===== src/rtl/uart_tx_mmio_if.sv =====
// CPU-side MMIO bus for the UART transmitter: word address, write data/strobe,
// read data and the two address-decode qualifiers.
interface uart_tx_mmio_if;
  logic [29:0] address;
  logic [31:0] memory_out;
  logic        write_enable;
  logic [31:0] memory_in;
  logic        read_capable;
  logic        write_capable;

  modport master (
    output address, memory_out, write_enable,
    input  memory_in, read_capable, write_capable
  );

  modport slave (
    input  address, memory_out, write_enable,
    output memory_in, read_capable, write_capable
  );
endinterface


===== src/rtl/uart_tx_mmio.sv =====
// Memory-mapped UART transmitter: TXDATA at BASE pushes into a small FIFO,
// STATUS at BASE+1. Define UART_TX_PARITY_EN to add an even-parity bit per frame.
module uart_tx_mmio #(
  parameter logic [29:0] BASE         = 30'h3FFFFFC0,
  parameter int          CLKS_PER_BIT = 4,
  parameter int          FIFO_DEPTH   = 4
) (
  input  logic           clk,
  input  logic           rst,
  uart_tx_mmio_if.slave  bus,
  output logic           tx
);
  localparam int          LW        = $clog2(FIFO_DEPTH);
  localparam logic [29:0] STAT_ADDR = BASE + 30'd1;
  localparam logic [15:0] BAUD_LAST = 16'(CLKS_PER_BIT - 1);
  localparam logic [LW:0] FULL_LVL  = FIFO_DEPTH[LW:0];
  localparam logic [LW:0] PTR_ONE   = 1;

  typedef enum logic [2:0] {
    IDLE,
    START,
    DATA,
`ifdef UART_TX_PARITY_EN
    PARITY,
`endif
    STOP
  } state_t;

  state_t      state, state_nxt;
  logic [7:0]  mem [FIFO_DEPTH];
  logic [LW:0] wr_ptr, rd_ptr, level;
  logic        full, empty, overflow, busy;
  logic        wr_data_hit, wr_stat_hit, push, pop;
  logic [15:0] baud_cnt;
  logic        baud_done;
  logic [2:0]  bit_cnt;
  logic [7:0]  shreg;
  logic        tx_nxt;
  logic [31:0] status;
  logic        unused_wdata;
`ifdef UART_TX_PARITY_EN
  logic        par;
`endif

  assign unused_wdata = ^bus.memory_out[31:8];

  // Pointers carry one extra bit so full and empty stay distinct.
  assign level     = wr_ptr - rd_ptr;
  assign full      = (level == FULL_LVL);
  assign empty     = (level == '0);
  assign baud_done = (baud_cnt == BAUD_LAST);
  assign busy      = (state != IDLE);

  assign wr_data_hit = bus.write_enable && (bus.address == BASE);
  assign wr_stat_hit = bus.write_enable && (bus.address == STAT_ADDR);
  // A pop on the same edge frees a slot, so a write to a full FIFO still lands.
  assign push        = wr_data_hit && (!full || pop);

  assign status = 32'({overflow, busy, full, empty, level[LW-1:0]});

  always_comb begin
    bus.read_capable  = 1'b0;
    bus.write_capable = 1'b0;
    bus.memory_in     = '0;
    if (bus.address == BASE) begin
      bus.read_capable  = 1'b1;
      bus.write_capable = 1'b1;
    end else if (bus.address == STAT_ADDR) begin
      bus.read_capable  = 1'b1;
      bus.memory_in     = status;
    end
  end

  always_ff @(posedge clk) begin
    if (push) mem[wr_ptr[LW-1:0]] <= bus.memory_out[7:0];
  end

  always_ff @(posedge clk or negedge rst) begin
    if (!rst) state <= IDLE;
    else      state <= state_nxt;
  end

  always_comb begin
    state_nxt = state;
    case (state)
      IDLE:  if (!empty) state_nxt = START;
      START: if (baud_done) state_nxt = DATA;
      DATA:  if (baud_done && bit_cnt == 3'd7) begin
`ifdef UART_TX_PARITY_EN
        state_nxt = PARITY;
`else
        state_nxt = STOP;
`endif
      end
`ifdef UART_TX_PARITY_EN
      PARITY: if (baud_done) state_nxt = STOP;
`endif
      STOP:  if (baud_done) state_nxt = empty ? IDLE : START;
      default: state_nxt = IDLE;
    endcase
  end

  // tx is registered from the state's line level, so it trails the FSM by one clock.
  always_comb begin
    tx_nxt = 1'b1;
    pop    = 1'b0;
    case (state)
      IDLE:   pop    = !empty;
      START:  tx_nxt = 1'b0;
      DATA:   tx_nxt = shreg[0];
`ifdef UART_TX_PARITY_EN
      PARITY: tx_nxt = par;
`endif
      STOP:   pop    = baud_done && !empty;
      default: ;
    endcase
  end

  always_ff @(posedge clk or negedge rst) begin
    if (!rst) begin
      tx       <= 1'b1;
      wr_ptr   <= '0;
      rd_ptr   <= '0;
      overflow <= 1'b0;
      baud_cnt <= '0;
      bit_cnt  <= '0;
      shreg    <= '0;
`ifdef UART_TX_PARITY_EN
      par      <= 1'b0;
`endif
    end else begin
      tx <= tx_nxt;
      if (push) wr_ptr <= wr_ptr + PTR_ONE;
      if (wr_stat_hit)                      overflow <= 1'b0;
      else if (wr_data_hit && full && !pop) overflow <= 1'b1;

      if (pop) begin
        shreg  <= mem[rd_ptr[LW-1:0]];
        rd_ptr <= rd_ptr + PTR_ONE;
`ifdef UART_TX_PARITY_EN
        par    <= ^mem[rd_ptr[LW-1:0]];
`endif
      end else if (state == DATA && baud_done) begin
        shreg <= shreg >> 1;
      end

      if (state == IDLE || baud_done) baud_cnt <= '0;
      else                            baud_cnt <= baud_cnt + 16'd1;

      if (state != DATA)  bit_cnt <= '0;
      else if (baud_done) bit_cnt <= bit_cnt + 3'd1;
    end
  end
endmodule


===== src/flat_wrapper.sv =====
// flat-port wrapper written by rule: the top's interface ports become plain ports
module uart_tx_mmio_flat 
#(
  parameter logic [29:0] BASE         = 30'h3FFFFFC0,
  parameter int          CLKS_PER_BIT = 4,
  parameter int          FIFO_DEPTH   = 4
)
  (clk, rst, tx, bus_address, bus_memory_out, bus_write_enable, bus_memory_in, bus_read_capable, bus_write_capable);
  uart_tx_mmio_if bus_i ();
  input  logic clk;
  input  logic rst;
  output logic tx;
  input wire logic [$bits(bus_i.address)-1:0] bus_address;
  input wire logic [$bits(bus_i.memory_out)-1:0] bus_memory_out;
  input wire logic [$bits(bus_i.write_enable)-1:0] bus_write_enable;
  output wire logic [$bits(bus_i.memory_in)-1:0] bus_memory_in;
  output wire logic [$bits(bus_i.read_capable)-1:0] bus_read_capable;
  output wire logic [$bits(bus_i.write_capable)-1:0] bus_write_capable;
  assign bus_i.address = bus_address;
  assign bus_i.memory_out = bus_memory_out;
  assign bus_i.write_enable = bus_write_enable;
  assign bus_memory_in = bus_i.memory_in;
  assign bus_read_capable = bus_i.read_capable;
  assign bus_write_capable = bus_i.write_capable;
  uart_tx_mmio #(.BASE(BASE), .CLKS_PER_BIT(CLKS_PER_BIT), .FIFO_DEPTH(FIFO_DEPTH)) u_core (.clk(clk), .rst(rst), .bus(bus_i), .tx(tx));
endmodule

===== config.mk =====
export PLATFORM = sky130hd
export DESIGN_NAME = uart_tx_mmio_flat
export DESIGN_NICKNAME = d
export VERILOG_FILES = /design/src/rtl/uart_tx_mmio_if.sv /design/src/rtl/uart_tx_mmio.sv /design/src/flat_wrapper.sv
export SDC_FILE = /design/constraint.sdc
export NUM_CORES = 1
export LEC_CHECK = 0
export CORE_ASPECT_RATIO = 2
export CORE_MARGIN = 3
export CORE_UTILIZATION = 25
export DETAILED_ROUTE_END_ITERATION = 10
export GPL_TIMING_DRIVEN = 0
export REMOVE_ABC_BUFFERS = 1
export SLEW_MARGIN = 5
export SYNTH_ARGS = -nofsm -noshare
export SYNTH_HDL_FRONTEND = slang
export SYNTH_SLANG_ARGS = --single-unit

===== constraint.sdc =====
create_clock -name clk -period 2.6 [get_ports clk]
set_clock_uncertainty 0.15 [all_clocks]
set_input_delay 0.52 -clock clk [delete_from_list [all_inputs] [get_ports clk]]
set_output_delay 0.52 -clock clk [all_outputs]
set_load 0.03 [all_outputs]

==> flow_summary.toml, run 1 <==
[critical_path]
crit_arrival_ns = 2.83
critPathMaxFanout = 4
startpoint = "u_core.wr_ptr[0]"
startpoint_type = "flop"
critPathKind = "reg -> reg"
critical_path_required_ns = 2.66
endpoint_kind = "flop"
reg2reg_from = "u_core.wr_ptr[0]"

[synth]
ys_types = 47
synth_common_cells = "dfrtp_1, edfxtp_1, nor2_1, buf_4, ha_1"
netlist_top_cells_area = "edfxtp_1, dfrtp_1, buf_4"
ys_ff_latch = 69
syn_area_um2 = 3490
synth-edff-count = 32
avgSynthCellArea_um2 = 12.6
synth.most_common_cell = "dfrtp_1"
yosysTopAreaCell = "edfxtp_1"
ys_warn_count = 0
async_flop_share_pct = 53.6
synthesis.instances = 276
ys_seq_area_share_pct = 54.1
yosysTopAreaCellShare_pct = 27.5
synthFlopType = "dfrtp_1"

[detailed_routing]
drtIter0Drc = 46
wirelength_mm = 7.24
wire_per_inst_um = 13.2
drc = 0
postRouteAntennaNets = 0
via_per_inst = 4.14
vias = 2264
dr.pass1.iters = 4

[sta]
hold_viol_final = 10
slew_headroom_pct = 64.8
worst_pin_slew_ns = 0.524
rsz0062_at_grt = "true"
fin_ws_ns = -0.170
setup_violations = 40
fmax_ghz = 0.361
fin_crit_ns = 2.77
fin_crit_sh_pct = 107
whs_ns = -0.00733
final_max_slew_viol_count = 0

[clocking]
clkLatencyLatePin_ns = 0.33
clk_pin_slew_worst_paths_ns = 0.06
cts_root_buffer = "clkbuf_16"
cts_max_level = 3
clockBufferDepth = 2
cts_tree = "done"
cts_buffers = 9
cts_sinks = 69
cts_hold_buf = 0

[layout]
drive_above_1_share_pct = 27.7
multi_input_area_um2 = 1560
nFillCells = 1338
diodes = 0
layout.nets = 435
areaGrowthSynthToFinish_pct = 34.8
stdcell_area_um2 = 4700
regArea_um2 = 1890

[placement]
dpl_cell_area_um2 = 4090
io_buffer_count = 49
place_congestion = 0.746
dp_hpwl_mm = 5.04

[power]
finalPower_mw = 2.55
p_sw_mw = 0.640
sw_frac_of_total_pct = 25.0
p_int_mw = 1.92
p_per_area_nw_per_um2 = 543
peakVddDrop_uv = 451
seq_power_share_pct = 45.8
p_clk_share_pct = 44.4
combinationalPowerShare_pct = 9.8
leakagePower_nw = 1.93

[die]
row_count = 60
fp.dieH_um = 173
core_um2 = 13600
die_area_um2 = 15500
die_x_um = 89.5
pin_count = 100
initial_core_util_pct = 25.7

[job]
max-cap-violations = 0

[min_path]
hp-class = "in -> async"

[global_route]
grt_pass1_wl_mm = 11.5
grt_max_degree = 38
antenna_found_initial = 0
grt_pass1_vias = 2349
grt_util_all_layers_pct = 9.75
grt_overflow = 0

[outcome]
status = "finished with violations"
violations = "hold timing, setup timing"
## critical path: stages (launching register included)
cell and delay, ns:
dfrtp_1 0.39, inv_2 0.08, ha_4 0.12, inv_2 0.03
fa_2 0.32, xor3_2 0.27, buf_4 0.17, nand2_4 0.09
buf_4 0.13, o211ai_4 0.11, a211oi_4 0.32, buf_4 0.18
mux2_4 0.30
## state kept, by name, indices dropped and copies added, names as in the netlist
register         cells
u_core.mem          32
u_core.wr_ptr        3
u_core.bit_cnt       3
u_core.baud_cnt     16
u_core.state         2
u_core.overflow      1
u_core.shreg         8
u_core.tx            1
u_core.rd_ptr        3
## per-layer routing
layer  vias to the layer above  wire, µm  GRT usage, %
met5                         -         0             0
met3                        11       236          2.29
met1                      1105      2420          9.43
met2                        50      4440          18.3
li1                       1098         -             -
met4                         0       145          4.53
## what timing repair did
item | 4_1_cts | 5_1_grt
gates resized for setup | 102 | 15
gates cloned | 1 | 0
pin swaps | 18 | 6
endpoints found under the setup margin | 56 | 44
buffers inserted | 19 | 8
## layout by cell type, fill, tap and decap left out, drive strengths merged, types with 5 or more instances in the layout
cell and n:
ha 13, and2 6, xnor2 5, a21oi 11, clkbuf 9, dfrtp 36, nand3 5, xor2 12
conb 26, nor2 27, mux4 8, nand4 8, clkinv 5, inv 14, clkdlybuf4s50 20, nand2 12
edfxtp 32, buf 39, dlygate4sd2 17, mux2i 10
## cell type report
class                   instances  share of cell area (%)
repair buffers                 77                    14.7
inverters                      12                   0.958
flip-flops and latches         69                    40.3
clock inverters                 7                    1.22
well taps                     186                    4.95
clock buffers                   9                    4.79
multi-input cells             187                    33.1
## final timing paths
path	slack [ns]	cells past startpoint	endpoint
max	-0.17	12	u_core.wr_ptr[1]
min	-0.007	2	u_core.baud_cnt[11]
max reg2reg	-0.17	12	u_core.wr_ptr[1]
min reg2reg	0.33	1	u_core.rd_ptr[2]
max in group asynchronous	2.06	2	u_core.tx
min in group clk	0.33	1	u_core.rd_ptr[2]
## power groups by stage
stage          clock network (mW)  logic (mW)  registers (mW)
5_1_grt                      1.21       0.273            1.17
2_1_floorplan                   0       0.125            1.19
3_5_place_dp                    0       0.230            1.19
3_3_place_gp                    0       0.222            1.19
6_report                     1.13       0.250            1.17
4_1_cts                      1.17       0.248            1.17
## metrics by stage
| stage | cells | hold WS [ns] | setup WS [ns] | util (%) | setup TNS [ns] |
|---|---|---|---|---|---|
| 3_5_place_dp | 503 | 0.294 | -1.26 | 30.1 | -44.32 |
| 5_1_grt | 547 | 0.0135 | -0.241 | 34.6 | -8.24 |
| 3_3_place_gp | 502 | 0.285 | -1.26 | 30.0 | -45.54 |
| 4_1_cts | 539 | 0.00378 | -0.217 | 33.9 | -2.61 |
| 6_report | 547 | -0.00733 | -0.170 | 34.6 | -4.46 |
| 2_1_floorplan | 267 | 0.0744 | -0.449 | - | -15.89 |
## logic make-up (layout without fill, tap and decap cells)
| logic type | count (synthesis) | count (layout) | share of synthesized area (%) |
|---|---|---|---|
| mux | 20 | 20 | 8.68 |
| fa+ha+maj | 14 | 14 | 5.24 |
| simple gates | 86 | 86 | 14.3 |
| flops | 69 | 69 | 54.1 |
| buf+inv | 46 | 105 | 7.82 |
| compound gates | 22 | 23 | 4.81 |
| other cells | 1 | 26 | 0.108 |
| xor+xnor | 18 | 18 | 4.95 |
Note: power is estimated with default switching activity, not from simulation.
==> run 2, diff against run 1 <==
- SKIP_LAST_GASP: not set -> 1
==> flow_summary.toml, run 2 (synthesized netlist as in run 1, its figures left out) <==
[layout]
largest_register_ff_count = 32
final_common_cell = "dfrtp_1"
areaGrowthSynthToFinish_pct = 34.5
nFillCells = 1340
layout.nets = 435
drive_above_1_share_pct = 27.4
diodes = 0
final_cell_mix = "dfrtp_1, edfxtp_1, buf_4"
fin_cells = 547

[power]
p_sw_mw = 0.639
combinationalPowerShare_pct = 9.8
p_per_area_nw_per_um2 = 544
leakagePower_nw = 1.93
p_int_mw = 1.92
seq_power_share_pct = 45.8
sw_frac_of_total_pct = 25.0
p_clk_share_pct = 44.4
peakVddDrop_uv = 451

[sta]
setup_violations = 40
worst_pin_slew_ns = 0.518
final.setup.tns_ns = -4.30
fin_crit_ns = 2.77
whs_ns = -0.00765
slew_headroom_pct = 65.2
fmax_ghz = 0.362
fin_ws_ns = -0.166
rsz0062_at_grt = "true"
final_max_slew_viol_count = 0
fin_crit_sh_pct = 106
hold_viol_final = 10

[detailed_routing]
wire_per_inst_um = 13.3
drtIter0Drc = 40
drc = 0
postRouteAntennaNets = 0
wirelength_mm = 7.25
vias = 2269
dr.pass1.iters = 4
via_per_inst = 4.15

[min_path]
hp-class = "in -> async"

[critical_path]
ff2ff_setup_slack_ns = -0.17
cp_slowest_stage_delay_ns = 0.39
critPathMaxFanout = 4
startpoint = "u_core.wr_ptr[0]"
crit_arrival_ns = 2.83
worst_path_most_repeated_cell = "buf_4"
critPathKind = "reg -> reg"
startpoint_type = "flop"
worstPathCellList = "inv_2, ha_4, inv_2, fa_2, xor3_2, buf_4, nand2_4, buf_4, o211ai_4, a211oi_4, buf_4, mux2_4"
critical_path_required_ns = 2.66
reg2reg_from = "u_core.wr_ptr[0]"
rr_endpoint = "u_core.wr_ptr[1]"
endpoint_kind = "flop"
timing.critical_path.to = "u_core.wr_ptr[1]"
cp_slowest_cell = "dfrtp_1"
ff2ff_path_depth = 12

[placement]
place_congestion = 0.746
dp_hpwl_mm = 5.04
dpl.cell_count = 503
io_buffer_count = 49
pre_cts_ws_ns = -1.26

[die]
core_um2 = 13600
die_x_um = 89.5
row_count = 60
pin_count = 100
initial_core_util_pct = 25.7
die_area_um2 = 15500
fp.dieH_um = 173

[global_route]
grt_util_all_layers_pct = 9.75
grt_pass1_wl_mm = 11.5
antenna_found_initial = 0
grt_max_degree = 38
grt_overflow = 0
grt_pass1_vias = 2349

[clocking]
cts_root_buffer = "clkbuf_16"
clockBufferDepth = 2
cts_tree = "done"
cts_sinks = 69
clkLatencyLatePin_ns = 0.33
cts_max_level = 3
cts_buffers = 9
clk_pin_slew_worst_paths_ns = 0.06
cts_hold_buf = 0

[job]
max-cap-violations = 0

[outcome]
status = "finished with violations"
violations = "hold timing, setup timing"
-- run 2: worst min path at each step --
stage | from | endpoint | cells after the start
after floorplan | rst | u_core.baud_cnt[0] | 0
final | rst | u_core.baud_cnt[11] | 2
after global placement | u_core.baud_cnt[0] | u_core.baud_cnt[0] | 1
after global routing | rst | u_core.baud_cnt[11] | 2
after CTS | rst | u_core.baud_cnt[11] | 2
after detailed placement | u_core.baud_cnt[0] | u_core.baud_cnt[0] | 1
-- run 2: cell type report --
| cell class | instances | area [µm²] | share of cell area [%] |
|---|---|---|---|
| tap | 186 | 233 | 4.96 |
| clock buffer | 9 | 225 | 4.80 |
| timing repair buffer | 77 | 686 | 14.6 |
| sequential | 69 | 1890 | 40.3 |
| multi-input combinational | 187 | 1550 | 33.1 |
| clock inverter | 7 | 57.6 | 1.23 |
| inverter | 12 | 45.0 | 0.960 |
-- run 2: metal layers --
layer  wire length (µm)  track usage [%]  up-vias
li1                   -                -     1097
met5                  0                0        -
met1               2430             9.43     1103
met2               4400             18.3       56
met4                172             4.53        0
met3                253             2.29       13
-- run 2: power groups by stage --
stage	combinational (mW)	clock, mW	sequential [mW]
2_1_floorplan	0.125	0	1.19
6_report	0.250	1.14	1.17
4_1_cts	0.248	1.17	1.17
3_3_place_gp	0.222	0	1.19
5_1_grt	0.273	1.21	1.17
3_5_place_dp	0.230	0	1.19
-- run 2: critical path: cells and delay by family (launching register included) --
kind	cells	cell delay [ns]
compound gates	2	0.43
xor+xnor	1	0.27
fa+ha+maj	2	0.44
buf+inv	5	0.58
flops	1	0.39
mux	1	0.30
simple gates	1	0.09
-- run 2: metrics by stage --
| stage | area, µm² | util, % | hold WS (ns) | power, mW |
|---|---|---|---|---|
| global placement | 4080 | 30.0 | 0.285 | 1.41 |
| detailed placement | 4090 | 30.1 | 0.294 | 1.42 |
| floorplan | 3350 | - | 0.0744 | 1.32 |
| CTS | 4600 | 33.9 | 0.00378 | 2.59 |
| global route | 4690 | 34.5 | 0.0135 | 2.66 |
| finish | 4690 | 34.5 | -0.00765 | 2.55 |
-- run 2: repair_timing --
item                                   4_1_cts  5_1_grt
setup buffers                               19        8
cloned                                       1        0
endpoints found under the hold margin        0        0
setup endpoints to repair                   56       44
gates resized for setup                    101       14
pin swaps                                   18        6
==> run 3, diff against run 2 <==
- CORE_UTILIZATION: 25 -> 40
- PLACE_DENSITY: not set -> 0.72
==> flow_summary.toml, run 3 (synthesized netlist as in run 1, its figures left out) <==
[outcome]
status = "finished with violations"
violations = "setup timing"

[critical_path]
critical_path_required_ns = 1.93
critPathKind = "reg -> out"
ff2ff_setup_slack_ns = -0.11
startpoint_type = "flop"
crit_arrival_ns = 2.14
rr_endpoint = "u_core.mem[1][4]"
ff2ff_path_depth = 10
critPathMaxFanout = 2
endpoint_kind = "primary output"
reg2reg_from = "u_core.wr_ptr[0]"

[detailed_routing]
wire_per_inst_um = 15.2
dr.pass1.iters = 4
via_per_inst = 5.00
drtIter0Drc = 65
wirelength_mm = 6.89
vias = 2265
postRouteAntennaNets = 0
drc = 0

[sta]
setup_violations = 37
fin_ws_ns = -0.212
rsz0062_at_grt = "true"
slew_headroom_pct = 42.4
final.setup.tns_ns = -2.98
hold_viol_final = 0
whs_ns = 0.156
worst_pin_slew_ns = 0.864
fmax_ghz = 0.356
fin_crit_sh_pct = 108
fin_crit_ns = 2.81
final_max_slew_viol_count = 0

[clocking]
clk_pin_slew_worst_paths_ns = 0.06
cts_tree = "done"
cts_root_buffer = "clkbuf_16"
clkLatencyLatePin_ns = 0.32
cts_sinks = 69
cts_hold_buf = 0
cts_buffers = 9
clockBufferDepth = 2
cts_max_level = 3

[layout]
regArea_um2 = 1890
areaGrowthSynthToFinish_pct = 31.0
final_common_cell = "dfrtp_1"
drive_above_1_share_pct = 26.8
fin_util_pct = 54.3
multi_input_area_um2 = 1560
diodes = 0
nFillCells = 688
layout.nets = 429
final_cell_mix = "dfrtp_1, edfxtp_1, conb_1, clkdlybuf4s50_1, nor2_1"
largest_register_ff_count = 32

[die]
core_um2 = 8410
initial_core_util_pct = 41.5
die_x_um = 72.0
fp.dieH_um = 138
pin_count = 100
die_area_um2 = 9950
row_count = 47

[power]
p_per_area_nw_per_um2 = 578
peakVddDrop_uv = 717
leakagePower_nw = 1.90

[placement]
io_buffer_count = 49
place_congestion = 0.760
dp_hpwl_mm = 4.72

[global_route]
grt_overflow = 0
grt_max_degree = 38
antenna_found_initial = 0
grt_util_all_layers_pct = 14.7
grt_pass1_vias = 2404
grt_pass1_wl_mm = 11.5

[min_path]
hp-class = "in -> async"

[job]
max-cap-violations = 0
[run 3: worst max path at each step]
stage / startpoint / to / slack [ns] / cells past startpoint
2_1_floorplan: u_core.rd_ptr[0] / bus_memory_in[3] / -0.45 / 6
3_3_place_gp: u_core.rd_ptr[0] / bus_memory_in[3] / -1.22 / 7
3_5_place_dp: u_core.rd_ptr[0] / bus_memory_in[3] / -1.31 / 7
4_1_cts: u_core.wr_ptr[0] / bus_memory_in[3] / -0.18 / 8
5_1_grt: u_core.wr_ptr[0] / bus_memory_in[3] / -0.29 / 8
6_report: u_core.wr_ptr[0] / bus_memory_in[3] / -0.21 / 8
[run 3: metrics by stage]
step	instance area [µm²]	power [mW]	worst slack, ns	cells
after floorplan	3350	1.32	-0.449	267
after CTS	4510	2.66	-0.180	448
final	4570	2.64	-0.212	453
after global routing	4570	2.75	-0.290	453
after detailed placement	3960	1.42	-1.31	414
after global placement	3970	1.41	-1.22	414
[run 3: cell type report]
type	count	area share, %
timing repair buffer	71	14.1
clock inverter	7	1.75
tap	98	2.68
sequential	69	41.5
multi-input combinational	187	34.1
clock buffer	9	4.93
inverter	12	1.04
[run 3: critical path: stages (launching register included)]
cell and delay (ns):
dfrtp_1 0.40, inv_2 0.08, ha_4 0.12, inv_2 0.03
fa_2 0.34, xor3_2 0.28, nor3b_4 0.23, and3_1 0.18
buf_4 0.16
[run 3: power by group]
part	total, mW	internal (mW)	switching (mW)
combinational	0.247	0.0980	0.149
sequential	1.17	1.16	0.00938
clock	1.22	0.753	0.470
[run 3: layer usage]
metal / part of all wire, % / wire length, µm / GRT usage (%)
met3: 2.5 / 169 / 1.96
met2: 62 / 4240 / 29.7
met4: 1.5 / 102 / 5.65
met5: 0 / 0 / 0
met1: 34 / 2380 / 14.2
[run 3: what timing repair did]
item | CTS | global route
resized for setup | 106 | 10
endpoints found under the hold margin | 0 | 0
buffers inserted | 17 | 5
gates cloned | 1 | 0
endpoints found under the setup margin | 56 | 43
pin swaps | 18 | 5
